[src/rtl/hist_tx_pkg.sv]
// Shared types and constants for the histogram byte-stream transmitter.
package hist_tx_pkg;

    typedef enum logic [1:0] {IDLE, HEADER, DATA, CHECK} tx_state_t;

    localparam int         HIST_W_DEFAULT = 128;
    localparam int         HIST_BYTES     = HIST_W_DEFAULT / 8;
    localparam logic [7:0] HDR_DEFAULT    = 8'hA5;

endpackage

[src/rtl/byte_select.sv]
// Combinational byte mux: picks byte[idx] (bits 8*idx+7 : 8*idx) out of a wide word.
module byte_select #(
    parameter int HIST_W = 128,
    parameter int IDX_W  = 4
) (
    input  logic [HIST_W-1:0] word,
    input  logic [IDX_W-1:0]  idx,
    output logic [7:0]        byte_out
);

    assign byte_out = word[{idx, 3'b000} +: 8];

endmodule

[src/rtl/hist_stream_tx.sv]
// Snapshots the histogram on start and sends it as header, data bytes (bin 0 first), XOR checksum.
//   state  | meaning
//   IDLE   | waiting for start, outputs quiet
//   HEADER | presenting the frame header byte
//   DATA   | presenting snapshot byte[idx], folding accepted bytes into the checksum
//   CHECK  | presenting the checksum with out_last set
module hist_stream_tx #(
    parameter int         HIST_W = hist_tx_pkg::HIST_W_DEFAULT,
    parameter logic [7:0] HDR    = hist_tx_pkg::HDR_DEFAULT
) (
    input  logic              clk,
    input  logic              reset,
    input  logic              start,
    input  logic [HIST_W-1:0] hist_in,
    input  logic              out_ready,
    output logic              out_valid,
    output logic [7:0]        out_data,
    output logic              out_last,
    output logic              busy,
    output logic              frame_done
);
    import hist_tx_pkg::*;

    localparam int               N_BYTES  = HIST_W / 8;
    localparam int               IDX_W    = (N_BYTES > 1) ? $clog2(N_BYTES) : 1;
    localparam logic [IDX_W-1:0] IDX_LAST = IDX_W'(N_BYTES - 1);

    tx_state_t         state;
    tx_state_t         state_nxt;
    logic [HIST_W-1:0] snap;
    logic [IDX_W-1:0]  idx;
    logic [7:0]        chk;
    logic [7:0]        data_byte;

    byte_select #(
        .HIST_W (HIST_W),
        .IDX_W  (IDX_W)
    ) u_byte_select (
        .word     (snap),
        .idx      (idx),
        .byte_out (data_byte)
    );

    always_ff @(posedge clk or negedge reset) begin
        if (!reset) begin
            state      <= IDLE;
            snap       <= '0;
            idx        <= '0;
            chk        <= '0;
            frame_done <= 1'b0;
        end else begin
            state      <= state_nxt;
            frame_done <= (state == CHECK) && out_ready;
            case (state)
                IDLE: begin
                    if (start) begin
                        snap <= hist_in;
                        idx  <= '0;
                        chk  <= '0;
                    end
                end
                DATA: begin
                    if (out_ready) begin
                        chk <= chk ^ data_byte;
                        // idx holds at the last byte so it never wraps inside a frame
                        if (idx != IDX_LAST) begin
                            idx <= idx + 1'b1;
                        end
                    end
                end
                default: ;
            endcase
        end
    end

    always_comb begin
        state_nxt = state;
        unique case (state)
            IDLE:    if (start)                        state_nxt = HEADER;
            HEADER:  if (out_ready)                    state_nxt = DATA;
            DATA:    if (out_ready && idx == IDX_LAST) state_nxt = CHECK;
            CHECK:   if (out_ready)                    state_nxt = IDLE;
            default:                                   state_nxt = IDLE;
        endcase
    end

    // Outputs decode from registered state only, so out_valid never depends on out_ready.
    always_comb begin
        out_valid = 1'b0;
        out_data  = 8'h00;
        out_last  = 1'b0;
        busy      = 1'b0;
        unique case (state)
            IDLE: ;
            HEADER: begin
                out_valid = 1'b1;
                out_data  = HDR;
                busy      = 1'b1;
            end
            DATA: begin
                out_valid = 1'b1;
                out_data  = data_byte;
                busy      = 1'b1;
            end
            CHECK: begin
                out_valid = 1'b1;
                out_data  = chk;
                out_last  = 1'b1;
                busy      = 1'b1;
            end
            default: ;
        endcase
    end

endmodule

[config.mk]
export PLATFORM = sky130hd
export DESIGN_NAME = hist_stream_tx
export DESIGN_NICKNAME = d
export VERILOG_FILES = /design/src/rtl/hist_tx_pkg.sv /design/src/rtl/byte_select.sv /design/src/rtl/hist_stream_tx.sv
export SDC_FILE = /design/constraint.sdc
export NUM_CORES = 1
export LEC_CHECK = 0
export CAP_MARGIN = 20
export CORE_UTILIZATION = 54
export DETAILED_ROUTE_END_ITERATION = 6
export DONT_BUFFER_PORTS = 1
export HOLD_SLACK_MARGIN = 0.12
export PLACE_DENSITY = 0.69
export SYNTH_ARGS = -nofsm -noshare
export SYNTH_HDL_FRONTEND = slang
export SYNTH_HIERARCHICAL = 1
export SYNTH_SLANG_ARGS = --single-unit
[constraint.sdc]
create_clock -name clk -period 3.3 [get_ports clk]
set_input_delay 0.495 -clock clk [delete_from_list [all_inputs] [get_ports clk]]
set_output_delay 0.495 -clock clk [all_outputs]
set_load 0.02 [all_outputs]
After elaboration in Yosys (flattened, before gate mapping)
Cells that the tools add are included.
{ "word_totals": {"regBits": 143, "inputBits": 132, "output_inout_bits": 12, "wordCells": 43} }
{ "classes": {"add_sub_neg": 1, "eq_ne": 11, "shifts": 1, "mux": 15, "n_bitwise": 1, "n_reduce_logical": 9} }
{ "op_table": {"columns": ["cell", "n"], "rows": [
  ["$shiftx A128 B8 Y8", 1],
  ["$pmux W8 S3", 1],
  ["$mux W8", 2],
  ["$pmux W8 S2", 1],
  ["$mux W4", 3],
  ["$ne A2 B2 Y1 const B", 6],
  ["$mux W2", 4],
  ["$pmux W2 S4", 1],
  ["$pmux W4 S2", 1],
  ["$reduce_and A4 Y1", 2],
  ["$xor A8 B8 Y8", 1],
  ["$add A4 B1 Y4 const B", 1],
  ["$eq A2 B2 Y1 const B", 2],
  ["$eq A4 B4 Y1 const B", 1],
  ["$ne A4 B4 Y1 const B", 1],
  ["$reduce_and A3 Y1", 1],
  ["$reduce_or A3 Y1", 1],
  ["$eq A2 B1 Y1 const B", 1],
  ["$logic_and A1 B1 Y1", 2],
  ["$logic_not A2 Y1", 1],
  ["$mux W1", 2],
  ["$reduce_and A2 Y1", 1],
  ["$reduce_bool A2 Y1", 1]
]} }

Longest topological paths before layout
Gate-level depths: netlist (run 1).
{ "logic_depth": {"word_depth": 4, "depth_mapped": 7, "depth_no_buf": 5} }

Cells and area by module
Netlist (run 1), hierarchy kept.
{ "modules_own_cells": {"columns": ["mod", "n_inst", "cells_per_inst", "area_per_inst_um2", "seq_area_each_um2"], "rows": [
  ["hist_stream_tx", 1, 384, 5756.8, 3578.4],
  ["byte_select", 1, 70, 1033.5, 0.0]
]} }

Worst setup path after synthesis (run 1)
No wires, ideal clock.
{ "synth_path": {"path_type": "reg-to-output", "from": "register idx[0]", "to": "output out_data[5]", "arrival_ps": 1837, "required_ps": 2805, "slack_ps": 968, "path_stages_with_launch": 8, "n_path_buf": 2, "path_cell_list": "dfrtp_1 > buf_6 > buf_6 > mux4_1 > a22oi_1 > nand2_1 > a22oi_1 > a21oi_1"} }
{ "synth_via": {"elab_chain_cells": 2} }
{ "synth_rtl": {"columns": ["element", "line", "source"], "rows": [
  ["start, declared", "hist_stream_tx.sv:31", "logic [IDX_W-1:0] idx;"],
  ["start signal, assigned", "hist_stream_tx.sv:67", "idx <= idx + 1'b1;"],
  ["$shiftx A128 B8 Y8", "byte_select.sv:11", "assign byte_out = word[{idx, 3'b000} +: 8];"],
  ["net data_byte[5]", "hist_stream_tx.sv:33", "logic [7:0] data_byte;"],
  ["$pmux W8 S3", "hist_stream_tx.sv:93", "unique case (state)"],
  ["end, declared", "hist_stream_tx.sv:17", "output logic [7:0] out_data,"]
]} }
The timed path passes the listed nets, and every way through them passes these cells.

Worst setup path after layout (run 1)
{ "layout_path": {"from": "register idx[0]", "to": "output out_data[2]"} }
The elaborated chain is that of the path after synthesis.

==> impl_metrics.csv, run 1 <==
group,metric,value,unit
timing,setup_viol,0,
pwr,ir_worst_vdd,0.593,mV
timing,slew_viol_final,0,
clock_tree,clk_latency,0.41,ns
logic_synthesis,synth_area_leaders,"dfrtp_1 53%, mux2_2 21%, mux4_2 6.0%, mux4_1 5.4%, a22oi_1 2.7%",
global_route,grt_use_met3,9.00,%
setup_path,cp_max_fo,32,
drt,remaining_drc_errors,0,
timing,fin_crit_sh,95.7,%
floorplanning,fp-row-count,40,
pwr,combPwrFrac,37.4,%
clock_tree,cts_max_level,4,
setup_path,worst-path-buf-inv,1,
logic_synthesis,syn_inst,454,
setup_path,crit_top_cell,"a22oi_1",
pwr,leakage,3.06,nW
logic_synthesis,syn_nets,592,
logic_synthesis,yosys_warnings,6,
clock_tree,cts_num_sinks,143,
setup_path,crit_slowest_cell,"mux4_1",
setup_path,startpoint,"idx[0]$_DFFE_PN0P_",
pwr,sequentialPowerShare,40.6,%
setup_path,crit_chain,"buf_12 > mux4_1 > a22oi_1 > nand2_1 > a22oi_1 > a21oi_1",
timing,finClkSkew,0.00788,ns
cells_and_area,nets,585,
logic_synthesis,synth_flop_cell,"dfrtp_1",
global_route,track_usage,23.1,%
placed_design,place.port_buffers,0,
logic_synthesis,yosysSeqAreaShare,52.7,%
drt,antenna_left,0,
setup_path,cp_num_cells,6,
logic_synthesis,async_flop_share,100,%
drt,routed_wl,14000,µm
floorplanning,die_area,13000,µm²
floorplanning,io_pins,144,
setup_path,crit_type,"flip-flop to output pin",
logic_synthesis,synth_top_area_share,52.7,%
pwr,p_int,5.25,mW
floorplanning,initial_core_util,56.1,%
cells_and_area,final_layout_size_suffix_gt1_share,40.0,%
clock_tree,cts_tree,"done",
drt,vias_per_cell,6.16,
timing,rsz0062_at_grt,"false",
floorplanning,fp.coreArea,12100,µm²
setup_path,critPathLaunchType,"flip-flop",
pwr,p_clk_share,22.0,%
global_route,grt_start_max_net_pins,144,
logic_synthesis,avgSynthCellArea,15.0,µm²
logic_synthesis,synth-seq-cells,143,
flow_run,maxCapViolCount,0,
setup_path,rr_endpoint,"chk[1]$_DFFE_PN0P_",
placed_design,place_ws,0.600,ns
setup_path,crit_path_end,"out_data[2]",
drt,drt_iter0_drc,298,
status,failed_checks,"hold timing",
timing,fmax,317,MHz
clock_tree,cts_setup_buffers,0,
drt,vias,3858,
hold_path,hp-class,"input pin to asynchronous set/reset pin",
timing,period_minus_slack,3.16,ns
pwr,p_total,7.66,mW
timing,slew_headroom,59.7,%
cells_and_area,syn2layout_area_growth,9.69,%
clock_tree,cts-root-buf,"clkbuf_16",
setup_path,rr_worst_depth,6,
setup_path,end_kind,"output pin",
status,outcome,"finished, violations left",
pwr,p_sw,2.41,mW
clock_tree,clkSlewWorstSetupHoldPaths,0.06,ns
floorplanning,die_w,114,µm
placed_design,placed_area,6900,µm²
setup_path,critPathMaxStageDelay,0.58,ns
pwr,p_sw_share,31.5,%
setup_path,crit_arrival,2.66,ns
placed_design,dpl.hpwl,9670,µm
logic_synthesis,yosysTopAreaCell,"dfrtp_1",
logic_synthesis,netlist-cell-type-count,33,
placed_design,globalplace.congestion,0.787,
logic_synthesis,syn_area,6790,µm²
floorplanning,die_y,114,µm
drt,wl_per_cell,22.4,µm
global_route,met1_usage,30.3,%
setup_path,path_delay_family,"compound AO/OA/AOI/OAI gates",
global_route,grt_pass1_vias,3980,
pwr,power.density,1030,nW/µm²
global_route,grt_first_pass_wirelength,21900,µm
logic_synthesis,synth-edff-count,0,
placed_design,place_inst,595,
setup_path,worstPathRequired,2.80,ns
global_route,antenna_found_initial,4,
timing,holdWs,-0.222,ns
cells_and_area,stdcell_count,626,
cells_and_area,final_core_util,61.5,%
clock_tree,clk_path_buf_depth,2,
global_route,grt.met2_usage,36.0,%
timing,setup_ws,0.141,ns
global_route,busiest_layer,"met2",
timing,tightestPinTransition,0.604,ns
drt,dr.pass1.iters,4,
timing,hold_violations,143,
global_route,grt_overflow,0,
setup_path,reg2reg_slack,1.06,ns
clock_tree,cts_buffers,17,
timing,fin_setup_tns,0,ns
cells_and_area,fin_area,7450,µm²
setup_path,timing.rr.start,"idx[0]$_DFFE_PN0P_",
clock_tree,cts_resized,0,
logic make-up after synthesis:
| kind of cell | synth area share (%) |
|---|---|
| mux | 32.9 |
| simple gates | 4.24 |
| flops | 52.7 |
| fa+ha+maj | 1.11 |
| compound gates | 5.82 |
| buf+inv | 3.21 |
metal layers:
| layer | part of all wire (%) | wire length (µm) |
|---|---|---|
| met5 | 0.26 | 37 |
| met1 | 43 | 5970 |
| met2 | 49 | 6800 |
| met3 | 7.2 | 1010 |
| met4 | 1.3 | 179 |
cells in the mapped netlist (2+ instances only):
master,instances
a21oi_1,5
a22oi_1,24
a2bb2oi_1,3
and2_1,2
buf_2,18
buf_4,2
buf_6,4
clkbuf_1,6
clkdlybuf4s25_2,3
dfrtp_1,143
ha_1,6
inv_1,4
mux2_2,128
mux4_1,14
mux4_2,18
nand2_1,12
nand3_1,5
nand3b_1,15
nor2_1,8
nor2b_1,2
o211ai_1,8
o21ai_0,12
o221ai_1,2
power by group through the flow:
stage	Clock, mW	Sequential, mW	Combinational (mW)
floorplan	0	2.92	2.41
global route	1.80	3.22	3.10
CTS	1.72	3.12	2.84
finish	1.68	3.11	2.87
detailed placement	0	3.14	2.82
global placement	0	3.10	2.73
sequential cells by signal (all words and copies together) (netlist names):
| name | flops |
|---|---|
| state | 2 |
| chk | 8 |
| idx | 4 |
| snap | 128 |
| frame_done | 1 |
how the worst min path moves through the flow:
stage                     start                   end  slack [ns]
after floorplan           reset    chk[0]$_DFFE_PN0P_        0.20
after global placement    reset  snap[84]$_DFFE_PN0P_        0.20
after detailed placement  reset  snap[84]$_DFFE_PN0P_        0.20
after CTS                 reset  snap[84]$_DFFE_PN0P_       -0.24
after global routing      reset  snap[84]$_DFFE_PN0P_       -0.25
final                     reset  snap[84]$_DFFE_PN0P_       -0.22
cell type report:
type / count / area, µm²
diodes: 1 / 2.50
clock buffers: 24 / 482
clock inverters: 5 / 33.8
fillers: 935 / 4660
inverters: 4 / 15.0
multi-input cells: 274 / 3000
flip-flops and latches: 143 / 3580
well taps: 168 / 210
repair buffers: 7 / 123
cells in the final DEF (no fill, tap or decap), drive strengths merged, types with 2 or more instances in the layout:
cell / n
a2bb2oi: 3
ha: 6
mux4: 32
and2: 2
buf: 7
a21oi: 5
clkinv: 2
nand3: 5
nand3b: 15
mux2: 129
nor2: 8
a22oi: 24
clkbuf: 24
nor2b: 2
dfrtp: 143
o221ai: 2
clkinvlp: 2
nand2: 12
o211ai: 8
inv: 5
o21ai: 12
Power figures use the tool's default switching activity.
==> inputs of run 2 (changes only) <==
- CTS_BUF_LIST: unset -> sky130_fd_sc_hd__clkbuf_16
==> impl_metrics.csv, run 2 (synthesized netlist as in run 1, its figures left out) <==
group,metric,value,unit
setup_path,crit_type,"flip-flop to output pin",
cells_and_area,regMostFlops,"snap",
setup_path,critPathLaunchType,"flip-flop",
timing,fin_setup_tns,0,ns
pwr,sequentialPowerShare,41.0,%
drt,remaining_drc_errors,0,
cells_and_area,fillCellCount,929,
global_route,grt_overflow,0,
timing,hold_violations,143,
setup_path,crit_arrival,2.63,ns
floorplanning,die_area,13000,µm²
floorplanning,die_w,114,µm
floorplanning,fp-row-count,40,
drt,antenna_left,0,
pwr,leakage,3.07,nW
cells_and_area,syn2layout_area_growth,9.62,%
pwr,ir_worst_vdd,0.593,mV
setup_path,crit_chain,"buf_12 > mux4_1 > a22oi_1 > nand2_1 > a22oi_1 > a21oi_1",
pwr,power.density,1020,nW/µm²
placed_design,globalplace.congestion,0.787,
drt,vias_per_cell,6.19,
floorplanning,die_y,114,µm
global_route,grt_pass1_vias,3989,
hold_path,hp-class,"input pin to asynchronous set/reset pin",
pwr,p_clk_share,21.0,%
placed_design,dpl.hpwl,9670,µm
timing,fin_crit_sh,94.6,%
status,failed_checks,"hold timing",
timing,tightestPinTransition,0.606,ns
timing,finClkSkew,0.00785,ns
drt,vias,3884,
cells_and_area,final_layout_size_suffix_gt1_share,39.5,%
clock_tree,clk_latency,0.41,ns
setup_path,path_delay_family,"compound AO/OA/AOI/OAI gates",
setup_path,worstPathRequired,2.80,ns
placed_design,place.port_buffers,0,
global_route,antenna_found_initial,4,
status,outcome,"finished, violations left",
cells_and_area,multi_input_area,3000,µm²
cells_and_area,largest_registers,"snap x128, chk x8, idx x4",
clock_tree,cts_buffers,17,
global_route,grt_start_max_net_pins,144,
cells_and_area,mostFrequentLayoutCells,"141 x dfrtp_1, 128 x mux2_2, 24 x a22oi_1",
clock_tree,clk_path_buf_depth,2,
clock_tree,cts_num_sinks,143,
pwr,p_sw_share,31.9,%
pwr,p_int,5.18,mW
setup_path,crit_top_cell,"a22oi_1",
global_route,track_usage,23.2,%
setup_path,end_kind,"output pin",
pwr,p_sw,2.43,mW
timing,slew_viol_final,0,
cells_and_area,ff_latch_area,3580,µm²
drt,dr.pass1.iters,4,
clock_tree,cts_setup_buffers,0,
timing,setup_ws,0.179,ns
placed_design,place_ws,0.600,ns
setup_path,crit_slowest_cell,"mux4_1",
floorplanning,io_pins,144,
drt,routed_wl,14200,µm
clock_tree,clkSlewWorstSetupHoldPaths,0.06,ns
drt,drt_iter0_drc,313,
setup_path,worst-path-buf-inv,1,
clock_tree,cts-root-buf,"clkbuf_16",
global_route,grt_first_pass_wirelength,22000,µm
timing,slew_headroom,59.6,%
clock_tree,cts_tree,"done",
timing,rsz0062_at_grt,"false",
flow_run,maxCapViolCount,0,
clock_tree,cts_max_level,4,
floorplanning,fp.coreArea,12100,µm²
timing,fmax,320,MHz
drt,wl_per_cell,22.7,µm
cells_and_area,nets,586,
timing,setup_viol,0,
cells_and_area,layout_commonest_cell,"dfrtp_1",
setup_path,cp_max_fo,16,
cells_and_area,largest_reg_flops,128,
timing,period_minus_slack,3.12,ns
floorplanning,initial_core_util,56.1,%
pwr,combPwrFrac,38.0,%
setup_path,critPathMaxStageDelay,0.56,ns
timing,holdWs,-0.219,ns
pwr,p_total,7.61,mW
clock_tree,cts_resized,0,
-- run 2: worst paths after layout --
path	start	cells past startpoint	end	slack, ns
worst max-delay path	idx[0]$_DFFE_PN0P_	6	out_data[2]	0.18
worst min-delay path	reset	0	snap[84]$_DFFE_PN0P_	-0.22
worst max register to register	state[1]$_DFFE_PN0P_	5	snap[51]$_DFFE_PN0P_	1.08
worst min register to register	snap[14]$_DFFE_PN0P_	1	snap[14]$_DFFE_PN0P_	0.50
max in group asynchronous	reset	0	snap[42]$_DFFE_PN0P_	3.27
min in group clk	out_ready	1	frame_done$_DFF_PN0_	0.22
-- run 2: cell type report --
class                   count  share of cell area, %
flip-flops and latches    143                   48.1
multi-input cells         274                   40.3
clock buffers              17                   5.72
well taps                 168                   2.82
repair buffers              8                   1.98
clock inverters            12                  0.807
inverters                   4                  0.202
diodes                      1                 0.0336
-- run 2: power groups by stage --
| stage | registers, mW | logic [mW] | clock network, mW |
|---|---|---|---|
| 3_5_place_dp | 3.14 | 2.82 | 0 |
| 2_1_floorplan | 2.92 | 2.41 | 0 |
| 3_3_place_gp | 3.10 | 2.73 | 0 |
| 6_report | 3.12 | 2.89 | 1.60 |
| 5_1_grt | 3.22 | 3.11 | 1.72 |
| 4_1_cts | 3.11 | 2.84 | 1.63 |
-- run 2: worst reg2reg max path, cell delays in order, from the launching register on --
cell and delay [ns]:
dfrtp_1 0.48, inv_1 0.13, ha_1 0.25, nand2_4 0.46, buf_12 0.38, mux2_2 0.41
-- run 2: metal layers --
metal | up-vias | wire (µm) | GRT usage, %
met4 | 6 | 210 | 8.05
met5 | - | 37 | 0
met2 | 113 | 6880 | 35.6
li1 | 1708 | - | -
met3 | 19 | 904 | 9.05
met1 | 2038 | 6210 | 30.3
-- run 2: through the flow --
step	utilization (%)	instances	area [µm²]
after floorplan	-	454	6790
after global placement	57.0	595	6900
after detailed placement	57.0	595	6900
after CTS	61.0	624	7390
after global routing	61.5	627	7440
final	61.5	627	7440
